==> src/rtl/demux_stream.sv <==
// demux_stream: registered 1-to-N_CH valid/ready stream demultiplexer
// with one holding register per channel and a saturating drop counter.
module demux_stream #(
   parameter int N_CH  = 8,
   parameter int DW    = 1,
   parameter int CNT_W = 16,
   localparam int SELW = (N_CH > 2) ? $clog2(N_CH) : 1
) (
   input  logic               clk,
   input  logic               rst,
   input  logic               s_valid,
   output logic               s_ready,
   input  logic [DW-1:0]      s_data,
   input  logic [SELW-1:0]    s_sel,
   input  logic [N_CH-1:0]    ch_en,
   output logic [N_CH-1:0]    m_valid,
   input  logic [N_CH-1:0]    m_ready,
   output logic [N_CH*DW-1:0] m_data,
   output logic [CNT_W-1:0]   drop_cnt,
   output logic               drop_pulse
);

   logic [N_CH-1:0] hit;
   logic [N_CH-1:0] push;
   logic [N_CH-1:0] pop;
   logic            route_ok;
   logic            blocked;
   logic            drop;

   // out-of-range selects match no channel and fall through as drops
   always_comb begin
      hit      = '0;
      route_ok = 1'b0;
      blocked  = 1'b0;
      for (int i = 0; i < N_CH; i++) begin
         if (s_sel == SELW'(i)) begin
            hit[i]   = 1'b1;
            route_ok = ch_en[i];
            blocked  = m_valid[i] & ~m_ready[i];
         end
      end
   end

   assign s_ready = ~route_ok | ~blocked;
   assign drop    = s_valid & ~route_ok;
   assign push    = hit & {N_CH{s_valid & s_ready & route_ok}};
   assign pop     = m_valid & m_ready;

   always_ff @(posedge clk or posedge rst) begin
      if (rst) begin
         m_valid <= '0;
      end else begin
         m_valid <= (m_valid & ~pop) | push;
      end
   end

   always_ff @(posedge clk or posedge rst) begin
      if (rst) begin
         m_data <= '0;
      end else begin
         for (int i = 0; i < N_CH; i++) begin
            if (push[i]) begin
               m_data[i*DW +: DW] <= s_data;
            end
         end
      end
   end

   always_ff @(posedge clk or posedge rst) begin
      if (rst) begin
         drop_cnt   <= '0;
         drop_pulse <= 1'b0;
      end else begin
         drop_pulse <= drop;
         if (drop && (drop_cnt != '1)) begin
            drop_cnt <= drop_cnt + CNT_W'(1);
         end
      end
   end

endmodule

==> config.mk <==
export PLATFORM = sky130hd
export DESIGN_NAME = demux_stream
export DESIGN_NICKNAME = d
export VERILOG_FILES = /design/src/rtl/demux_stream.sv
export SDC_FILE = /design/constraint.sdc
export NUM_CORES = 1
export LEC_CHECK = 0
export BUFFER_PORTS_ARGS = -buffer_cell sky130_fd_sc_hd__buf_4
export CAP_MARGIN = 30
export CELL_PAD_IN_SITES_DETAIL_PLACEMENT = 1
export CELL_PAD_IN_SITES_GLOBAL_PLACEMENT = 1
export CORE_UTILIZATION = 42
export DETAILED_ROUTE_END_ITERATION = 10
export PLACE_DENSITY_LB_ADDON = 0.2
export SLEW_MARGIN = 10
export SYNTH_ARGS = -nofsm -noshare
export SYNTH_HDL_FRONTEND = slang
export SYNTH_SLANG_ARGS = --single-unit
==> constraint.sdc <==
create_clock -name clk -period 3.9 [get_ports clk]
set_clock_uncertainty 0.15 [all_clocks]
set_input_delay 0.585 -clock clk [delete_from_list [all_inputs] [get_ports clk]]
set_output_delay 0.585 -clock clk [all_outputs]
set_load 0.02 [all_outputs]
## Word-level counts from Yosys, hierarchy flattened

Cells that the tools add are included.
Widths: inputs -> output; s select.

| storage, ports and cells | value |
|---|---|
| logic and storage cells | 73 |
| input port bits | 23 |
| output and inout port bits | 34 |
| flip-flop bits (word level) | 33 |

| cells by class | value |
|---|---|
| equality and inequality tests | 8 |
| reduce and logical (&&, ||, !) cells | 2 |
| mux-type cells | 24 |
| bitwise logic cells | 27 |
| add/sub/neg operators | 1 |

Operators by type and width:

| operator | number |
|---|---|
| $and 8x8->8 | 3 |
| $mux 1 | 24 |
| $add 16x1->16 const B | 1 |
| $ne 16x16->1 const B | 1 |
| $eq 3x3->1 const B | 4 |
| $and 1x1->1 | 11 |
| $not 1->1 | 10 |
| $not 8->8 | 1 |
| $or 8x8->8 | 1 |
| $eq 3x2->1 const B | 2 |
| $eq 3x1->1 const B | 1 |
| $logic_not 3->1 | 1 |
| $logic_and 1x1->1 | 1 |
| $or 1x1->1 | 1 |

## Longest topological paths before layout

Gate-level depths: netlist (run 1).

| logic depth | value |
|---|---|
| word-level depth | 16 |
| depth in mapped cells | 8 |
| gate-level depth less buffers | 6 |

## Worst setup path after synthesis (run 1)

OpenSTA, ideal clock, no wires.

| path | value |
|---|---|
| path kind | input to output |
| start | input m_ready[0] |
| end | output s_ready |
| path buffers | 1 |
| data arrival time | 1.845 ns |
| setup slack | 1.320 ns |
| data required time | 3.165 ns |
| stages on the path | 6 |
| cell sequence | nand2b_1 -> mux4_2 -> o22a_2 -> a21oi_4 -> buf_6 -> nand2b_1 |

| on the way | value |
|---|---|
| longest elaborated chain between the ends | 12 |

RTL lines:

| element | line | text |
|---|---|---|
| from (decl) | 17 | `input logic [N_CH-1:0] m_ready,` |
| $not 1->1 | 39 | `blocked = m_valid[i] & ~m_ready[i];` |
| $and 1x1->1 | 39 |  |
| $mux 1 (8 in series) | 36 | `if (s_sel == SELW'(i)) begin` |
| $not 1->1 | 44 | `assign s_ready = ~route_ok \| ~blocked;` |
| $or 1x1->1 | 44 |  |
| to (decl) | 12 | `output logic s_ready,` |

Every way passes these cells.

## Worst setup path after layout (run 1)

Ends and elaborated chain as after synthesis.

==> run metrics, run 1 <==
status finished, final reports clean; Max Clock Freq 344 MHz; Post-synth top cells dfrtp_1 (33), inv_1 (10), nand2b_1 (10), xor2_1 (9); Starting Density 44.0%; worst r2r dst drop_cnt[1]$_DFFE_PP0P_; synth top area cells dfrtp_1 (47%), mux2_1 (5.1%), xor2_1 (4.4%); Yosys top cell by area dfrtp_1; flop2flop setup slack 1.34 ns; RSZ-0062 raised after global routing no; CTS sink cnt 33; layout cells sized above 1 40.4%; I/O pin count 57; vias per cell 5.21; final hold vios 0; Worst Tran Pin Value 0.838 ns; largest net degree at the start of global routing 34; hold_buf cts 0; combinational share of power 31.5%; CORE AREA 4030 um2; most common cell in the netlist dfrtp_1; total CTS buffers 5; RR Startpoint drop_cnt[0]$_DFFE_PP0P_; Synth cell types 46; Setup crit start kind input pin; first-pass GRT wire length 6730 um; fin nets 236; LEAKAGE 1.10 nW; Post-CTS Resized 0; Worst-Skew Late Latency 0.29 ns; maxcap violations 0; r2r worst-path depth 5; WS Path Type in -> out; Area Growth Syn to Fin 29.9%; Sw Pwr 0.382 mW; non-filler cells, final 263; pwr dens 471 nW/um2; initial antenna violation count 0; Gate Count Post-Synth 154; placed instance count 255; slew margin rel. 44.0%; number of post-CTS setup repair buffers 0; worst vdd ir 0.394 mV; vias post-DR 1371; CTS Buffer Depth 2; Required @ worst endpoint 3.16 ns; crit-path max FO 12; row cnt 23; Tot GR Track Use 20.9%; clock slew at reported path FFs 0.07 ns; Final setup viols 0; Int Pwr 0.703 mW; H-tree depth 2; final critical-path required period 2.90 ns; initial drt markers 95; Post-synth ARST share 100%; # diodes 0; CTS tree built; sequential share of power 43.4%; worst hold path class in -> async; post-route setup TNS 0 ns; Synth Flop Type dfrtp_1; vias in the first global route 1427; Sw Share 35.2%; Detailed Place HPWL 3120 um; crit end category output port; sequential area share after synthesis 46.6%; Slew Limit Fails 0; DR pass1 iterations 4; number of synthesized flops with an enable pin 0; die area 4480 um2; clock root buffer clkbuf_8; synthesis-stage register bit count 33; GP Congestion 0.761; Tcrit/Tclk final 74.4%; Vert. Die Dim 67.0 um; GRT overflow 0; WL/cell 15.7 um; Netlist Area Pre-Place 1770 um2; synth warn 0; Post-Syn Nets 178; die width 67.0 um; Mapped Avg Cell Area 11.5 um2; Port-buffer cells 56; Clock Power Share 25.1%; detailed-route DRC error count 0; drt total wl 4130 um; Routed Antenna Nets 0; Synth top area share 46.6%; Critical Path AT 2.17 ns
[stage by stage]
step / area [um2] / power (mW) / setup slack [ns] / utilization [%] / hold slack (ns)
6_report: 2300 / 1.08 / 0.997 / 57.1 / 0.242
5_1_grt: 2300 / 1.14 / 0.931 / 57.1 / 0.276
4_1_cts: 2300 / 1.10 / 0.990 / 57.1 / 0.247
3_5_place_dp: 2210 / 0.822 / 0.917 / 54.8 / 0.328
3_3_place_gp: 2210 / 0.805 / 1.00 / 54.8 / 0.325
2_1_floorplan: 1770 / 0.665 / 1.32 / - / 0.440
[flip-flops by register name (all words and copies together), names as in the netlist]
signal / flops
drop_cnt: 16
drop_pulse: 1
m_data: 8
m_valid: 8
[worst max-delay path by stage]
stage / startpoint / to / slack, ns / cells after the start
final: m_ready[0] / s_ready / 1.0 / 7
after global routing: m_ready[2] / s_ready / 0.93 / 7
after CTS: m_ready[0] / s_ready / 0.99 / 7
after detailed placement: s_sel[1] / drop_cnt[11]$_DFFE_PP0P_ / 0.92 / 7
after global placement: m_ready[0] / s_ready / 1.00 / 7
after floorplan: m_ready[0] / s_ready / 1.32 / 6
[power by group through the flow]
stage	clock network, mW	registers [mW]	logic (mW)
floorplan	0	0.542	0.123
global placement	0	0.470	0.335
detailed placement	0	0.476	0.347
CTS	0.285	0.471	0.348
global route	0.294	0.480	0.369
finish	0.272	0.471	0.341
[cell usage in the layout, fill, tap and decap left out, drive strengths merged, types with 8 or more instances in the layout]
cell    count
buf        57
dfrtp      33
nor4       11
inv        10
nand2b     10
xor2        9
mux2        9
nand2       8
nor2        8
[layer usage]
layer / track usage, % / wire, um
met3: 4.62 / 191
met1: 23.5 / 1600
met5: 0 / 0
met2: 37.8 / 2270
met4: 7.98 / 62
[logic make-up (layout without fill, tap and decap cells)]
group,Yosys count,in the layout,synth area share [%]
compound gates,15,15,8.82
simple gates,61,61,22.4
fa+ha+maj,1,1,0.706
buf+inv,16,75,5.36
xor+xnor,15,15,7.41
flops,33,33,46.6
mux,13,13,8.68
[critical path: stages]
cell and delay (ns):
buf_4 0.10, nand2b_1 0.16, mux4_2 0.48, o22a_2 0.25, a21oi_4 0.30, nand2b_1 0.11, buf_4 0.17
[final cells by class]
| type | count | area, um2 |
|---|---|---|
| Clock buffer | 6 | 82.6 |
| Clock inverter | 2 | 13.8 |
| Fill cell | 449 | 1730 |
| Inverter | 10 | 37.5 |
| Multi-Input combinational cell | 105 | 852 |
| Sequential cell | 33 | 826 |
| Tap cell | 50 | 62.6 |
| Timing Repair Buffer | 57 | 428 |
Note: power is estimated with default switching activity, not from simulation.
==> run 2: changes to the inputs <==
Settings changed: CORE_UTILIZATION 42 to 39.
Clock period 3.9 ns to 2.8 ns, I/O delays scaled along.
==> run metrics, run 2 (synthesis results as in run 1) <==
status finished, final reports clean; CTS Buffer Depth 2 (unchanged); Tcrit/Tclk final 93.2%; CP bufs+invs 1 (-1); initial antenna violation count 0 (unchanged); hold_buf cts 0 (unchanged); DP Area 2220 um2 (+0.79%); Slowest cell on crit path mux4_2; Final setup viols 0 (unchanged); most flop-heavy register drop_cnt; CP most frequent cell nand2b_1; clock root buffer clkbuf_8; RSZ-0062 raised after global routing no; vias per cell 5.29 (+1.5%); design area 2310 um2 (+0.33%); Cell Chain, Critical Path nand2b_1, mux4_2, o22a_2, a21oi_4, nand2b_1, buf_4; GRT overflow 0 (unchanged); Starting Density 40.7% (-3.3 points); first-pass GRT wire length 7280 um (+8.2%); pwr dens 645 nW/um2 (+37%); final critical-path required period 2.61 ns; CTS tree built; Power Total 1.49 mW (+37%); Worst path max stage delay 0.46 ns (-0.02 ns); maxcap violations 0 (unchanged); CORE AREA 4350 um2 (+8.1%); fin nets 238 (+0.85%); # diodes 0 (unchanged); slew margin rel. 71.5% (+28 points); Tot GR Track Use 19.0% (-1.9 points); LEAKAGE 1.10 nW (+0.22%); Fin Hold WS 0.0804 ns (-0.161 ns); Slew Limit Fails 0 (unchanged); GP Congestion 0.806 (+5.9%); Required @ worst endpoint 2.23 ns (-0.93 ns); Routed Antenna Nets 0 (unchanged); clock slew at reported path FFs 0.07 ns (about the same); largest net degree at the start of global routing 34 (unchanged); Post-CTS Resized 0 (unchanged); commonest non-fill, non-tap cell in the layout buf_4; WS Path Type reg -> out; vias in the first global route 1540 (+7.9%); Worst-Skew Late Latency 0.28 ns (about the same); post-route setup TNS 0 ns (unchanged); Util after Layout 53.0% (-4.1 points); fill count 476 (+6.0%); DR pass1 iterations 4 (unchanged); Setup crit start kind flip-flop; layout cells sized above 1 40.2% (-0.19 points); max FFs per register 16 (unchanged); largest registers drop_cnt: 16 flops, m_data: 8 flops, m_valid: 8 flops; Worst Tran Pin Value 0.427 ns (-0.411 ns); Detailed Place HPWL 3220 um (+3.1%); drt total wl 4280 um (+3.6%); H-tree depth 2 (unchanged); vias post-DR 1408 (+2.7%); Critical Path AT 2.04 ns (-0.13 ns); initial drt markers 51 (-46%); die area 4820 um2 (+7.5%); Area Growth Syn to Fin 30.3%; total CTS buffers 5 (unchanged); worst vdd ir 0.487 mV (+24%); Port-buffer cells 56 (unchanged); die width 69.4 um (+3.7%); WL/cell 16.1 um (+2.4%); worst hold path class in -> async; Vert. Die Dim 69.4 um (+3.7%); CP top delay family compound AO/OA/AOI/OAI gates; CTS sink cnt 33 (unchanged); I/O pin count 57 (unchanged); row cnt 24 (+4.3%); crit-path max FO 12 (unchanged); number of post-CTS setup repair buffers 0 (unchanged); crit end category output port; final hold vios 0 (unchanged); Max Clock Freq 383 MHz; commonest non-fill, non-tap cells in the layout buf_4 (59), dfrtp_1 (33), inv_1 (10), nand2b_1 (10), xor2_1 (9); detailed-route DRC error count 0 (unchanged)
run 2: changes by cell type in the layout (fill, tap and decap cells not counted), sizes merged:
cell,previous run,this run
clkbuf,6,7
buf,57,59
clkinv,2,0
run 2: worst reg2reg max path, stage by stage (launching register included):
cell and delay (ns):
dfrtp_1 0.42, ha_1 0.20, nand3_1 0.19, or2_4 0.35
o311ai_4 0.26, buf_4 0.28, mux2_1 0.35
run 2: stage by stage:
stage,setup WS (ns),cells
floorplan,0.475,154
finish,0.189,266
global route,0.0590,266
detailed placement,0.238,259
CTS,0.160,266
global placement,0.306,259
run 2: cell type report:
| cell class | instances | area (um2) | share of cell area (%) |
|---|---|---|---|
| timing repair buffer | 59 | 443 | 19.2 |
| inverter | 10 | 37.5 | 1.63 |
| clock buffer | 7 | 86.3 | 3.74 |
| multi-input combinational | 105 | 852 | 36.9 |
| tap | 52 | 65.1 | 2.82 |
| sequential | 33 | 826 | 35.8 |
run 2: power by group:
part / switching, mW / internal, mW
logic: 0.264 / 0.217
clock network: 0.161 / 0.195
registers: 0.0867 / 0.565
total: 0.512 / 0.978
run 2: layer usage:
metal	vias to the layer above	routed length [um]	GRT usage (%)
li1	657	-	-
met1	706	1750	23.0
met2	38	2280	33.0
met3	7	202	4.22
met4	0	46	6.80
met5	-	0	0
run 2: final timing paths:
check,slack [ns],cells past startpoint,endpoint,startpoint
worst max register to register,0.49,6,drop_cnt[1]$_DFFE_PP0P_,drop_cnt[0]$_DFFE_PP0P_
min in group clk,0.27,3,m_valid[1]$_DFF_PP0_,m_ready[1]
worst min register to register,0.34,1,m_data[3]$_DFFE_PP0P_,m_data[3]$_DFFE_PP0P_
worst max-delay path,0.19,6,s_ready,m_valid[0]$_DFF_PP0_
max in group asynchronous,2.11,3,drop_cnt[13]$_DFFE_PP0P_,rst
worst min-delay path,0.08,3,m_data[6]$_DFFE_PP0P_,rst
==> run 3: changes to the inputs <==
--- a/config.mk
+++ b/config.mk
@@ -7,2 +7,3 @@
 export LEC_CHECK = 0
+export ABC_AREA = 1
 export BUFFER_PORTS_ARGS = -buffer_cell sky130_fd_sc_hd__buf_4
@@ -11,3 +12,3 @@
 export CELL_PAD_IN_SITES_GLOBAL_PLACEMENT = 1
-export CORE_UTILIZATION = 39
+export CORE_UTILIZATION = 37
 export DETAILED_ROUTE_END_ITERATION = 10
==> constraint.sdc (replaced) <==
create_clock -name clk -period 2.8 [get_ports clk]
set_clock_uncertainty 0.15 [all_clocks]
set_input_delay 0.14 -clock clk [delete_from_list [all_inputs] [get_ports clk]]
set_output_delay 0.14 -clock clk [all_outputs]
set_load 0.02 [all_outputs]
==> run metrics, run 3 <==
status finished with violations; failing checks negative hold slack; crit end category flip-flop; fill count 652 (+37%); xor/xnor share of the synthesized area 6.23% (-1.2 points); Port-buffer cells 56 (unchanged); WHS Endpoint m_valid[7]$_DFF_PP0_; CP most frequent cell nand2_1; clock slew at reported path FFs 0.07 ns (about the same); CORE AREA 5110 um2 (+17%); Slowest cell on crit path dfrtp_1; flop2flop setup slack 0.75 ns (+0.26 ns); first-pass GRT wire length 9250 um (+27%); post-route setup TNS 0 ns (unchanged); total CTS buffers 5 (unchanged); H-tree depth 2 (unchanged); synthesis-stage register bit count 33 (unchanged); Synth Area in Compound Gates 4.26% (-4.6 points); detailed-route DRC error count 0 (unchanged); final hold vios 1 (+1); Gate Count Post-Synth 251 (+63%); Sw Share 35.1% (+0.75 points); Fin Hold WS -0.00231 ns (-0.0828 ns); largest registers drop_cnt: 16 flops, m_data: 8 flops, m_valid: 8 flops; Cell Chain, Critical Path ha_1, nand3_1, inv_1, nand2_1, nor2_1, nand4_1, nand2_4, nand2_1, nand2_1; synth top area cells dfrtp_1 (42%), nand2_1 (13%), nand4_1 (7.9%); commonest non-fill, non-tap cell in the layout nand2_1; Detailed Place HPWL 4090 um (+27%); combinational share of power 31.5% (-0.8 points); fin nets 339 (+42%); die area 5620 um2 (+17%); Post-synth top cells nand2_1 (68), dfrtp_1 (33), nand4_1 (25), nand3_1 (24), inv_1 (22); clock root buffer clkbuf_8; most common cell in the netlist nand2_1; Final setup viols 0 (unchanged); maxcap violations 0 (unchanged); DR pass1 iterations 4 (unchanged); max FFs per register 16 (unchanged); GRT overflow 0 (unchanged); Vert. Die Dim 75.0 um (+8.0%); Synth cell types 27 (-41%); Required @ worst endpoint 2.87 ns (+0.64 ns); Post-Syn Nets 275 (+54%); Netlist Area Pre-Place 1970 um2 (+11%); number of synthesized flops with an enable pin 0 (unchanged); Yosys top cell by area dfrtp_1; layout cells sized above 1 26.0% (-14 points); sequential share of power 43.4% (-0.4 points); initial antenna violation count 0 (unchanged); hold path cells 4; pwr dens 555 nW/um2 (-14%); I/O pin count 57 (unchanged); Tot GR Track Use 22.0% (+3.0 points); Clock Power Share 25.1% (+1.2 points); post-synthesis adder-cell area fraction 0.635% (-0.070 points); GP Congestion 0.810 (+0.41%); Area Growth Syn to Fin 31.6%; Place WS 0.753 ns (+0.516 ns); RSZ-0062 raised after global routing no; most flop-heavy register drop_cnt; DP Area 2430 um2 (+9.1%); final critical-path required period 2.05 ns (-0.557 ns); Worst Tran Pin Value 0.518 ns (+0.0907 ns); mux contribution to synthesized area 0% (-8.7 points); design area 2590 um2 (+12%); WS Path Type reg -> reg; hold wc startpoint m_ready[7]; Int Pwr 0.934 mW (-4.5%); initial drt markers 47 (-7.8%); worst vdd ir 0.290 mV (-41%); synth warn 0 (unchanged); final worst slack 0.746 ns (+0.557 ns); slew margin rel. 65.2% (-6.4 points); RR Startpoint drop_cnt[0]$_DFFE_PP0P_; # diodes 0 (unchanged); CTS tree built; sequential area share after synthesis 41.9% (-4.6 points); crit-path max FO 20 (+8); largest net degree at the start of global routing 34 (unchanged); Post-synth ARST share 100% (unchanged); drt total wl 5590 um (+31%); r2r worst-path depth 9 (+3); Synth top area share 41.9% (-4.6 points); Starting Density 38.6% (-2.2 points); Post-CTS Resized 0 (unchanged); Sw Pwr 0.506 mW (-1.3%); vias per cell 5.08 (-4.0%); CTS sink cnt 33 (unchanged); Synth Flop Type dfrtp_1; Slew Limit Fails 0 (unchanged); die width 75.0 um (+8.0%); CTS Buffer Depth 2 (unchanged); simple-gate share of the synthesized area 39.0% (+17 points); worst r2r dst drop_cnt[7]$_DFFE_PP0P_; row cnt 26 (+8.3%); Routed Antenna Nets 0 (unchanged); worst hold path class in -> reg; vias in the first global route 2017 (+31%); Power Total 1.44 mW (-3.4%); Max Clock Freq 487 MHz (+27%); Setup crit start kind flip-flop; Critical Path AT 2.12 ns (+0.08 ns); LEAKAGE 1.31 nW (+19%); commonest non-fill, non-tap cells in the layout nand2_1 (68), buf_4 (58), dfrtp_1 (33), nand4_1 (25), nand3_1 (24); main combinational cell family by area after synthesis simple AND/OR/NAND/NOR gates; Tcrit/Tclk final 73.4% (-20 points); Worst path max stage delay 0.45 ns (about the same); Worst-Skew Late Latency 0.29 ns (about the same); vias post-DR 1957 (+39%); Mapped Avg Cell Area 7.85 um2 (-32%); WL/cell 14.5 um (-9.7%)
[run 3: final cells by class]
| class | instances | area (um2) | area share [%] |
|---|---|---|---|
| Multi-Input combinational cell | 185 | 987 | 38.1 |
| Sequential cell | 33 | 826 | 31.9 |
| Inverter | 24 | 90.1 | 3.47 |
| Clock buffer | 7 | 86.3 | 3.33 |
| Tap cell | 70 | 87.6 | 3.38 |
| Timing Repair Buffer | 66 | 515 | 19.9 |
[run 3: logic make-up after synthesis]
kind of cell / Yosys count
flops: 33
fa+ha+maj: 1
xor+xnor: 14
compound gates: 13
buf+inv: 33
simple gates: 157
[run 3: layer usage]
metal / vias up / GRT usage (%) / part of all wire (%)
li1: 962 / - / -
met1: 938 / 26.1 / 42
met2: 47 / 39.9 / 53
met3: 10 / 3.61 / 3.0
met4: 0 / 7.97 / 2.1
met5: - / 0 / 0
[run 3: power by group through the flow]
stage | combinational, mW | clock (mW) | sequential (mW)
floorplan | 0.188 | 0 | 0.707
global placement | 0.436 | 0 | 0.632
detailed placement | 0.449 | 0 | 0.634
CTS | 0.459 | 0.371 | 0.627
global route | 0.498 | 0.386 | 0.637
finish | 0.454 | 0.361 | 0.625
[run 3: how the worst max path moves through the flow]
| stage | start | slack (ns) | endpoint | depth (start not counted) |
|---|---|---|---|---|
| 6_report | drop_cnt[0]$_DFFE_PP0P_ | 0.75 | drop_cnt[7]$_DFFE_PP0P_ | 9 |
| 5_1_grt | drop_cnt[0]$_DFFE_PP0P_ | 0.52 | drop_cnt[7]$_DFFE_PP0P_ | 9 |
| 4_1_cts | drop_cnt[0]$_DFFE_PP0P_ | 0.71 | drop_cnt[10]$_DFFE_PP0P_ | 9 |
| 3_5_place_dp | drop_cnt[0]$_DFFE_PP0P_ | 0.75 | drop_cnt[10]$_DFFE_PP0P_ | 9 |
| 3_3_place_gp | drop_cnt[0]$_DFFE_PP0P_ | 0.82 | drop_cnt[9]$_DFFE_PP0P_ | 9 |
| 2_1_floorplan | drop_cnt[0]$_DFFE_PP0P_ | 0.78 | drop_cnt[4]$_DFFE_PP0P_ | 9 |
[run 3: worst max-delay path: cells and delay by family, from the launching register on]
| kind | cells | cell delay [ns] |
|---|---|---|
| AND/OR/NAND/NOR | 7 | 1.06 |
| flip-flops | 1 | 0.45 |
| adder cells (fa/ha/maj) | 1 | 0.22 |
| buffers and inverters | 1 | 0.11 |
[run 3: repair_timing]
action,CTS,global route
endpoints found under the setup margin,0,0
hold buffers,8,0
hold endpoints to repair,40,0
setup buffers,0,0
[run 3: per-stage QoR]
stage | util (%) | instances
floorplan | - | 251
global placement | 47.5 | 370
detailed placement | 47.5 | 370
CTS | 50.8 | 385
global route | 50.8 | 385
finish | 50.8 | 385
